==> config.mk <==
export PLATFORM = sky130hd
export DESIGN_NAME = reprodutor_jogadas_flat
export DESIGN_NICKNAME = d
export VERILOG_FILES = /design/src/rtl/reprodutor_jogadas_pkg.sv /design/src/rtl/reprodutor_jogadas_if.sv /design/src/rtl/reprodutor_jogadas_temporizador.sv /design/src/rtl/reprodutor_jogadas.sv /design/src/flat_wrapper.sv
export SDC_FILE = /design/constraint.sdc
export NUM_CORES = 1
export LEC_CHECK = 0
export ABC_AREA = 1
export CORE_MARGIN = 3
export CORE_UTILIZATION = 63
export CTS_BUF_LIST = sky130_fd_sc_hd__clkbuf_8
export CTS_CLUSTER_DIAMETER = 120
export DETAILED_ROUTE_END_ITERATION = 8
export GPL_TIMING_DRIVEN = 0
export PLACE_DENSITY_LB_ADDON = 0.05
export RECOVER_POWER = 25
export SYNTH_ARGS = -nofsm -noshare
export SYNTH_HDL_FRONTEND = slang
export SYNTH_SLANG_ARGS = --single-unit
==> constraint.sdc <==
create_clock -name clock -period 2 [get_ports clock]
set_clock_uncertainty 0.05 [all_clocks]
set_input_delay 0.3 -clock clock [delete_from_list [all_inputs] [get_ports clock]]
set_output_delay 0.3 -clock clock [all_outputs]
set_load 0.005 [all_outputs]
==> src/rtl/reprodutor_jogadas_pkg.sv <==
// Shared definitions for the move replayer: FSM state encoding and the
// default display timing (cycles lit / cycles blank per move).
package reprodutor_jogadas_pkg;

    localparam int DEF_N    = 6;
    localparam int DEF_M    = 32;
    localparam int DEF_TON  = 50000000;
    localparam int DEF_TOFF = 25000000;

    typedef enum logic [1:0] {
        OCIOSO = 2'b00,
        ACENDE = 2'b01,
        APAGA  = 2'b10,
        FIM    = 2'b11
    } estado_t;

endpackage

==> src/rtl/reprodutor_jogadas_if.sv <==
// Handshake bundle between the replay controller and its user: start
// request and move count in, memory address and display status out.
interface reprodutor_jogadas_if
    import reprodutor_jogadas_pkg::*;
#(
    parameter int N = DEF_N
);

    logic         iniciar;
    logic [N-1:0] limite;
    logic [N-1:0] endereco;
    logic         mostra;
    logic         ocupado;
    logic         pronto;

    modport master (
        output iniciar,
        output limite,
        input  endereco,
        input  mostra,
        input  ocupado,
        input  pronto
    );

    modport slave (
        input  iniciar,
        input  limite,
        output endereco,
        output mostra,
        output ocupado,
        output pronto
    );

endinterface

==> src/rtl/reprodutor_jogadas_temporizador.sv <==
// Phase timer: counts enabled cycles from zero and flags the last cycle of
// a T-cycle window. Saturates at T-1 so it can never wrap.
module temporizador
    import reprodutor_jogadas_pkg::*;
#(
    parameter int T = 1
) (
    input  logic clock,
    input  logic rst_n,
    input  logic zera,
    input  logic conta,
    output logic fim
);

    localparam int W = (T > 1) ? $clog2(T) : 1;
    localparam logic [W-1:0] ULTIMO = W'(T - 1);

    logic [W-1:0] valor_q;
    logic [W-1:0] valor_d;

    // Next count: clear has priority, otherwise advance until the last cycle.
    always_comb begin
        valor_d = valor_q;
        if (zera) begin
            valor_d = '0;
        end else if (conta && (valor_q != ULTIMO)) begin
            valor_d = valor_q + W'(1);
        end
    end

    // Count register.
    always_ff @(posedge clock or negedge rst_n) begin
        if (!rst_n) begin
            valor_q <= '0;
        end else begin
            valor_q <= valor_d;
        end
    end

    assign fim = (valor_q == ULTIMO);

endmodule

==> src/rtl/reprodutor_jogadas.sv <==
// Move replayer: on a start request, steps the sequence memory address from
// 0 up to the latched move count, lighting each move for TON cycles and
// blanking for TOFF cycles, then pulses pronto once.
module reprodutor_jogadas
    import reprodutor_jogadas_pkg::*;
#(
    parameter int N    = DEF_N,
    parameter int M    = DEF_M,
    parameter int TON  = DEF_TON,
    parameter int TOFF = DEF_TOFF
) (
    input  logic                  clock,
    input  logic                  rst_n,
    reprodutor_jogadas_if.slave   bus
);

    localparam logic [N-1:0] M_N = N'(M);

    estado_t      estado_q;
    estado_t      estado_d;
    logic [N-1:0] endereco_q;
    logic [N-1:0] endereco_d;
    logic [N-1:0] limite_reg_q;
    logic [N-1:0] limite_reg_d;

    logic         fim_acende;
    logic         fim_apaga;
    logic         zera_acende;
    logic         zera_apaga;
    logic         conta_acende;
    logic         conta_apaga;

    // Each phase has its own timer sized to its own length; a timer is held
    // at zero outside its phase and on its final cycle, so every phase
    // entry starts from a cleared count.
    assign conta_acende = (estado_q == ACENDE);
    assign conta_apaga  = (estado_q == APAGA);
    assign zera_acende  = !conta_acende || fim_acende;
    assign zera_apaga   = !conta_apaga  || fim_apaga;

    temporizador #(.T(TON)) u_tempo_acende (
        .clock (clock),
        .rst_n (rst_n),
        .zera  (zera_acende),
        .conta (conta_acende),
        .fim   (fim_acende)
    );

    temporizador #(.T(TOFF)) u_tempo_apaga (
        .clock (clock),
        .rst_n (rst_n),
        .zera  (zera_apaga),
        .conta (conta_apaga),
        .fim   (fim_apaga)
    );

    // Next-state, address and latched-limit logic for the replay sequence.
    always_comb begin
        estado_d     = estado_q;
        endereco_d   = endereco_q;
        limite_reg_d = limite_reg_q;
        unique case (estado_q)
            OCIOSO: begin
                if (bus.iniciar) begin
                    limite_reg_d = (bus.limite > M_N) ? M_N : bus.limite;
                    endereco_d   = '0;
                    estado_d     = ACENDE;
                end
            end
            ACENDE: begin
                if (fim_acende) begin
                    estado_d = APAGA;
                end
            end
            APAGA: begin
                if (fim_apaga) begin
                    if (endereco_q == limite_reg_q) begin
                        estado_d = FIM;
                    end else begin
                        endereco_d = endereco_q + N'(1);
                        estado_d   = ACENDE;
                    end
                end
            end
            FIM: begin
                estado_d = OCIOSO;
            end
            default: begin
                estado_d = OCIOSO;
            end
        endcase
    end

    // State, address and latched-limit registers.
    always_ff @(posedge clock or negedge rst_n) begin
        if (!rst_n) begin
            estado_q     <= OCIOSO;
            endereco_q   <= '0;
            limite_reg_q <= '0;
        end else begin
            estado_q     <= estado_d;
            endereco_q   <= endereco_d;
            limite_reg_q <= limite_reg_d;
        end
    end

    assign bus.endereco = endereco_q;
    assign bus.mostra   = (estado_q == ACENDE);
    assign bus.ocupado  = (estado_q != OCIOSO);
    assign bus.pronto   = (estado_q == FIM);

endmodule

==> src/flat_wrapper.sv <==
// flat-port wrapper written by rule: the top's interface ports become plain ports
module reprodutor_jogadas_flat import reprodutor_jogadas_pkg::*;
#(
    parameter int N    = DEF_N,
    parameter int M    = DEF_M,
    parameter int TON  = DEF_TON,
    parameter int TOFF = DEF_TOFF
)
  (clock, rst_n, bus_iniciar, bus_limite, bus_endereco, bus_mostra, bus_ocupado, bus_pronto);
  reprodutor_jogadas_if #(.N(N)) bus_i ();
  input  logic clock;
  input  logic rst_n;
  input wire logic [$bits(bus_i.iniciar)-1:0] bus_iniciar;
  input wire logic [$bits(bus_i.limite)-1:0] bus_limite;
  output wire logic [$bits(bus_i.endereco)-1:0] bus_endereco;
  output wire logic [$bits(bus_i.mostra)-1:0] bus_mostra;
  output wire logic [$bits(bus_i.ocupado)-1:0] bus_ocupado;
  output wire logic [$bits(bus_i.pronto)-1:0] bus_pronto;
  assign bus_i.iniciar = bus_iniciar;
  assign bus_i.limite = bus_limite;
  assign bus_endereco = bus_i.endereco;
  assign bus_mostra = bus_i.mostra;
  assign bus_ocupado = bus_i.ocupado;
  assign bus_pronto = bus_i.pronto;
  reprodutor_jogadas #(.N(N), .M(M), .TON(TON), .TOFF(TOFF)) u_core (.clock(clock), .rst_n(rst_n), .bus(bus_i));
endmodule
After elaboration in Yosys (flattened, before gate mapping)
Cells that the tools add are included.
{ "classes": {"n_addsub": 3, "magnitude_cmp": 1, "n_eq_ne": 12, "muxes": 14, "reduce_logical": 14} }
{ "op_table": {"columns": ["op", "n"], "rows": [
  ["26-bit 2-to-1 mux", 2],
  ["25-bit 2-to-1 mux", 2],
  ["26-bit by 1-bit adder with 26-bit output, second input constant", 1],
  ["26-bit equality test, second input constant", 1],
  ["26-bit != test, second input constant", 1],
  ["25-bit by 1-bit adder with 25-bit output, second input constant", 1],
  ["25-bit equality test, second input constant", 1],
  ["25-bit != test, second input constant", 1],
  ["6-bit 2-to-1 mux", 4],
  ["6-bit case mux with 2 select lines", 1],
  ["2-bit 2-to-1 mux", 4],
  ["2-bit case mux with 4 select lines", 1],
  ["2-bit nonzero test", 4],
  ["6-bit by 1-bit adder with 6-bit output, second input constant", 1],
  ["6-bit equality test", 1],
  ["6-bit greater-than comparator, second input constant", 1],
  ["2-bit equality test, second input constant", 2],
  ["2-bit by 1-bit != test with 1-bit output, second input constant", 2],
  ["2-bit != test, second input constant", 2],
  ["4-bit AND reduction", 1],
  ["3-bit AND reduction", 1],
  ["2-bit by 1-bit equality test with 1-bit output, second input constant", 1],
  ["1-bit logical AND", 2],
  ["1-bit logical NOT", 2],
  ["3 further kinds", 4]
]} }
{ "totals": {"register_bits": 65, "out_inout_bits": 9, "elab_cells": 49} }

Logic depth before layout (Yosys ltp)
Gate-level depths: netlist of the first run.
{ "depth": {"ltp_word": 4, "depth_mapped": 10} }

Hierarchy
Synthesis of the first run repeated with hierarchy kept, for this count alone.
{ "unflattened": {"cells_unflattened": 719, "hier_area_um2": 4616.9} }
{ "by_module_without_submodules": {"columns": ["module", "instances", "cells_per_inst", "area_per_inst_um2", "seq_area_each_um2"], "rows": [
  ["temporizador (u_core.u_tempo_acende)", 1, 291, 1841.8, 650.6],
  ["temporizador (u_core.u_tempo_apaga)", 1, 289, 1840.5, 625.6],
  ["reprodutor_jogadas", 1, 139, 934.6, 350.3]
]} }

Least setup slack after synthesis of the first run
No wires, ideal clock.
{ "synth_path": {"path_type": "register to register", "startpoint": "reg u_core.u_tempo_acende.valor_q[0]", "endpoint": "reg u_core.u_tempo_acende.valor_q[13]", "arrival_time_ps": 1320, "slack_ps": 501, "path_stages_with_launch": 10, "n_path_buf": 1, "cell_sequence": "dfrtp_1 -> ha_1 -> nand2_1 -> nor2_1 -> nand2_1 -> nor2_1 -> nand3_1 -> nand2_4 -> buf_4 -> nor3_1"} }
{ "synth_via": {"elab_chain_len": 3} }
{ "synth_rtl": {"columns": ["element", "line", "source"], "rows": [
  ["start: declaration", "reprodutor_jogadas_temporizador.sv:18", "logic [W-1:0] valor_q;"],
  ["start signal: assignment", "reprodutor_jogadas_temporizador.sv:36", "valor_q <= valor_d;"],
  ["26-bit by 1-bit adder with 26-bit output / 26-bit equality test (equally long branches)", "reprodutor_jogadas_temporizador.sv:27, reprodutor_jogadas_temporizador.sv:40", null],
  ["26-bit 2-to-1 mux / 1-bit logical OR (equally long branches)", "reprodutor_jogadas_temporizador.sv:26, reprodutor_jogadas.sv:38", null],
  ["26-bit 2-to-1 mux *", "reprodutor_jogadas_temporizador.sv:24", "if (zera) begin"],
  ["named net u_core.u_tempo_acende.valor_d[13]", "reprodutor_jogadas_temporizador.sv:19", "logic [W-1:0] valor_d;"]
]} }
The timed path passes the listed nets; every way through them passes the cells marked *. The select of a mux whose other input is x is not followed.
A chain may end at the register's enable or synchronous reset.

Final worst setup path of the first run
{ "layout_path": {"startpoint": "reg u_core.estado_q[1]", "endpoint": "out bus_ocupado"} }
{ "layout_via": {"elab_chain_len": 1} }
{ "layout_rtl": {"columns": ["element", "line", "source"], "rows": [
  ["start: declaration", "reprodutor_jogadas.sv:19", "estado_t estado_q;"],
  ["start signal: assignment", "reprodutor_jogadas.sv:101", "estado_q <= estado_d;"],
  ["2-bit nonzero test", "reprodutor_jogadas.sv:109", "assign bus.ocupado = (estado_q != OCIOSO);"],
  ["end: declaration", "flat_wrapper.sv:17", "output wire logic [$bits(bus_i.ocupado)-1:0] bus_ocupado;"]
]} }
Every way passes these cells.

==> results of run 1 <==
==> flip-flops by register name, indices dropped and copies added (netlist names) <==
| name | cells |
|---|---|
| u_core.u_tempo_apaga.valor_q | 25 |
| u_core.estado_q | 2 |
| u_core.limite_reg_q | 6 |
| u_core.u_tempo_acende.valor_q | 26 |
| u_core.bus.endereco | 6 |
==> report_power, final <==
part,switching (mW),leakage [nW],internal [mW]
logic,0.592,0.873,0.353
clock network,0.513,0.110,0.690
registers,0.106,0.893,1.43
==> logic make-up (layout without fill, tap and decap cells) <==
family	Yosys count	count (layout)
xor gates and xnor gates	10	10
adders and majority gates	3	3
buffers and inverters	82	117
AOI/OAI and AO/OA	28	28
DFF	65	65
and+or+nand+nor	355	355
==> synth_stat cells, drive strengths merged <==
master	instances	share of area
xor2	6	0.014
o21a	1	0.0019
buf	5	0.010
nor3b	13	0.028
nand2	142	0.15
dfrtp	65	0.42
nor2	129	0.14
a211oi	1	0.0019
nand3	27	0.041
nand3b	2	0.0039
or2	1	0.0016
o31ai	1	0.0019
o41ai	1	0.0023
a22o	1	0.0023
o21bai	3	0.0068
o21ai	8	0.010
nand4	12	0.019
nor3	29	0.040
ha	3	0.0097
inv	77	0.075
a21oi	12	0.016
xnor2	4	0.0090
==> worst paths after layout <==
kind / from / to / slack, ns / cells after the start
min reg2reg: u_core.u_tempo_apaga.valor_q[0]$_DFF_PN0_ / u_core.u_tempo_apaga.valor_q[0]$_DFF_PN0_ / 0.42 / 1
min: rst_n / u_core.u_tempo_acende.valor_q[1]$_DFF_PN0_ / 0.28 / 1
max: u_core.estado_q[1]$_DFFE_PN0P_ / bus_ocupado / 0.11 / 3
max reg2reg: u_core.u_tempo_acende.valor_q[0]$_DFF_PN0_ / u_core.u_tempo_acende.valor_q[10]$_DFF_PN0_ / 0.19 / 9
min in group clock: u_core.u_tempo_apaga.valor_q[0]$_DFF_PN0_ / u_core.u_tempo_apaga.valor_q[0]$_DFF_PN0_ / 0.42 / 1
max in group asynchronous: rst_n / u_core.estado_q[0]$_DFFE_PN0P_ / 0.58 / 1
==> critical path, cell delays in order (launching register included) <==
cell and delay, ns:
dfrtp_1 0.44, nor2_1 0.21, inv_1 0.10, clkdlybuf4s50_1 0.45
==> metal layers <==
layer,vias to the layer above,track usage,share of wire
met5,-,0,0
met2,123,0.440,0.48
met3,29,0.0520,0.053
met1,1613,0.328,0.43
met4,0,0.118,0.030
li1,1765,-,-
==> final cells by class <==
class,instances,area (sq um),share of cell area
sequential,65,1630,0.374
multi-input combinational,396,1920,0.441
clock inverter,7,86.3,0.0198
clock buffer,9,124,0.0284
inverter,77,289,0.0664
buffer,5,38.8,0.00891
timing repair buffer,19,180,0.0414
tap,72,90.1,0.0207
==> what timing repair did <==
| item | CTS | global route |
|---|---|---|
| buffers inserted | 0 | 2 |
| resized for setup | 1 | 0 |
| endpoints found under the setup margin | 1 | 1 |
| hold endpoints to repair | 0 | 0 |
==> impl_metrics.ini, run 1 <==
[status]
outcome = finished with violations
violations = capacitance limit, slew limit

[setup_path]
startpoint_type = register
crit_arrival_ns = 1.54
crit_path_max_fanout = 4
crit_type = register to output pin
cp.required_ns = 1.65
critPathCaptureType = output pin

[sta]
clock.fmax_mhz = 530
finalSetupViolCount = 0
tns_ns = 0
final.period_utilization = 0.944
timing.hold.ws_ns = 0.285
fin_ws_ns = 0.112
finalHoldViolCount = 0
slew_headroom = -0.0372
finalMaxSlewViolations = 66
fin_crit_ns = 1.89
rsz0062_at_grt = false
tightest_slew_ns = 1.56

[die]
num_rows = 27
die_area_sq_mm = 0.00712
initial_core_util = 0.678
core_sq_mm = 0.00571
pin_count = 18
chipHeight_microns = 84.4
die_w_microns = 84.4

[clock_tree]
cts_root_buf = clkbuf_8
cts_htree_levels = 3
clk_pin_slew_ns = 0.08
clock-sinks = 65
cts_max_path_buffers = 2
clk_latency_ns = 0.35
cts_tree = done
cts-buffers-inserted = 9
cts_hold_buf = 0

[synthesis]
syn_nets = 555
synth_top_family_by_area = simple AND/OR/NAND/NOR gates
ys_ff_latch = 65
ys_seq_area_frac = 0.420
synth_warnings = 0
syn-cell-area_sq_mm = 0.00387
synth_compound_area_frac = 0.0430
synth-xor-area-share = 0.0226
synth-simple-area-share = 0.420
synth_cell_types = 35
synthMuxAreaShare = 0
yosys.area_share.adder = 0.00969
syn_avg_cell_area_sq_um = 7.13
syn_inst = 543

[detailed_routing]
dr.pass1.iters = 5
wl_microns = 8720
wl_per_cell_microns = 13.4
viasPerCell = 5.43
ant_nets = 0
route.detailed.drc = 0
via_count = 3530
drtIter0Drc = 220

[min_path]
hold_path_class = input port to asynchronous set/reset pin

[global_routing]
grt_overflow = 0
grt_max_degree = 66
grt_pass1_vias = 3480
grt_usage = 0.262
grt_pass1_wl_microns = 15200
grt_antenna_before_repair = 0

[finish]
fill_cells = 451
final_nets = 585
layout-drive-gt1-share = 0.0969
final_cell_mix = nand2_1, nor2_1, inv_1, dfrtp_1, nor3_1
final_core_util = 0.763
antenna_cells = 0
final_common_cell = nand2_1
syn_to_final_growth_pct = 12.4
design_area_sq_mm = 0.00435
fin_cells = 650

[place]
dp_slack_ns = 0.194
dpl.hpwl_microns = 6350
gp_congestion = 0.910
dp_cells = 632
port_buffers = 17
post_dp_cell_area_sq_mm = 0.00413

[power_and_ir_drop]
leakagePower_nw = 1.88
vdd_drop_max_mv = 0.584
p_per_area_mw_per_mm2 = 846
total_power_mw = 3.68

[job]
maxCapViolations = 1
Power figures use the tool's default switching activity.
==> run 2: changes to the inputs <==
- CELL_PAD_IN_SITES_DETAIL_PLACEMENT: default -> 1
- CELL_PAD_IN_SITES_GLOBAL_PLACEMENT: default -> 1
- CORE_UTILIZATION: 63 -> 46
==> impl_metrics.ini, run 2 (synthesis results as in run 1) <==
[finish]
syn_to_final_growth_pct = 13.1
final_nets = 584
fill_cells = 1047
final_cell_mix = nand2_1, nor2_1, inv_1, dfrtp_1, nor3_1
seqCellArea_sq_mm = 0.00163
regMostFlops = u_core.u_tempo_acende.valor_q
antenna_cells = 0
final_common_cell = nand2_1
final_core_util = 0.552
top_regs = u_core.u_tempo_acende.valor_q (26), u_core.u_tempo_apaga.valor_q (25)
layout-drive-gt1-share = 0.0990
multiInputGateArea_sq_mm = 0.00193
largest_reg_flops = 26
fin_cells = 678

[sta]
final.period_utilization = 0.959
fin_ws_ns = 0.0826
rsz0062_at_grt = false
clock.fmax_mhz = 522
slew_headroom = -0.101
finalMaxSlewViolations = 66
fin_crit_ns = 1.92
tightest_slew_ns = 1.65
finalHoldViolCount = 0
finalSetupViolCount = 0

[clock_tree]
clk_latency_ns = 0.35
cts-buffers-inserted = 9
clk_pin_slew_ns = 0.08
clock-sinks = 65
cts_root_buf = clkbuf_8
cts_tree = done
cts_max_path_buffers = 2
cts_htree_levels = 3

[place]
port_buffers = 17
dp_cells = 662
gp_congestion = 0.883
dp_slack_ns = 0.153
dpl.hpwl_microns = 7740

[status]
outcome = finished with violations
violations = capacitance limit, slew limit

[global_routing]
grt_pass1_vias = 3718
grt_usage = 0.227
grt_pass1_wl_microns = 17600
grt_overflow = 0
grt_antenna_before_repair = 0
grt_max_degree = 66

[setup_path]
cp.required_ns = 1.65
critPathCaptureType = output pin
crit_type = register to output pin
crit_arrival_ns = 1.57
startpoint_type = register
crit_path_max_fanout = 5

[detailed_routing]
viasPerCell = 5.22
wl_microns = 10200
via_count = 3536
wl_per_cell_microns = 15.1
ant_nets = 0
route.detailed.drc = 0
drtIter0Drc = 155
dr.pass1.iters = 5

[die]
pin_count = 18
core_sq_mm = 0.00793
chipHeight_microns = 97.8
initial_core_util = 0.488
num_rows = 32
die_area_sq_mm = 0.00956
die_w_microns = 97.8

[power_and_ir_drop]
total_power_mw = 3.65
vdd_drop_max_mv = 0.512
leakagePower_nw = 1.87
p_per_area_mw_per_mm2 = 833

[min_path]
hold_path_class = input port to asynchronous set/reset pin

[job]
maxCapViolations = 1
[run 2: metrics by stage]
step           setup TNS (ns)  instance area (sq um)  hold slack, ns
3_3_place_gp          -109.45                   4170           0.400
4_1_cts                     0                   4360          0.0330
3_5_place_dp                0                   4170           0.413
5_1_grt                     0                   4380           0.443
6_report                    0                   4380           0.320
2_1_floorplan               0                   3870         -0.0456
[run 2: what timing repair did]
item / in CTS / in global routing
hold buffers: 0 / 0
setup buffers: 0 / 1
setup endpoints to repair: 1 / 31
gates resized for setup: 1 / 4
pin swaps: 0 / 0
[run 2: routing by layer]
metal  vias to the layer above  global-route usage  routed length [microns]
met5                         -                   0                        0
met4                         0              0.0884                      233
met3                        19              0.0336                      223
met2                        42               0.381                     4960
met1                      1717               0.296                     4800
li1                       1758                   -                        -
[run 2: final timing paths]
path,cells after the start,startpoint,endpoint,slack (ns)
worst max-delay path,3,u_core.estado_q[0]$_DFFE_PN0P_,bus_mostra,0.08
worst min-delay path,1,rst_n,u_core.u_tempo_apaga.valor_q[17]$_DFF_PN0_,0.32
worst max register to register,10,u_core.u_tempo_apaga.valor_q[0]$_DFF_PN0_,u_core.estado_q[0]$_DFFE_PN0P_,0.21
worst min register to register,1,u_core.u_tempo_acende.valor_q[0]$_DFF_PN0_,u_core.u_tempo_acende.valor_q[0]$_DFF_PN0_,0.43
max in group asynchronous,1,rst_n,u_core.estado_q[0]$_DFFE_PN0P_,0.47
min in group clock,1,u_core.u_tempo_acende.valor_q[0]$_DFF_PN0_,u_core.u_tempo_acende.valor_q[0]$_DFF_PN0_,0.43
[run 2: layout make-up]
class	count	area share
Clock buffer	11	0.0346
Sequential cell	65	0.372
Timing Repair Buffer	18	0.0394
Clock inverter	4	0.0100
Multi-Input combinational cell	396	0.440
Inverter	77	0.0660
Tap cell	102	0.0291
Buffer	5	0.00943
[run 2: critical path, cell delays in order, from the launching register on]
cell and delay, ns:
dfrtp_2 0.43, inv_1 0.10, nor2_4 0.17, clkdlybuf4s50_1 0.53
[run 2: where the power goes]
part	switching, mW	internal [mW]	total (mW)
sequential	0.117	1.43	1.55
clock	0.512	0.629	1.14
combinational	0.614	0.346	0.960
==> run 3: changes to the inputs <==
- CAP_MARGIN: default -> 10
==> results of run 3 <==
No change in the layout: final DEF, timing and power equal those of run 2.
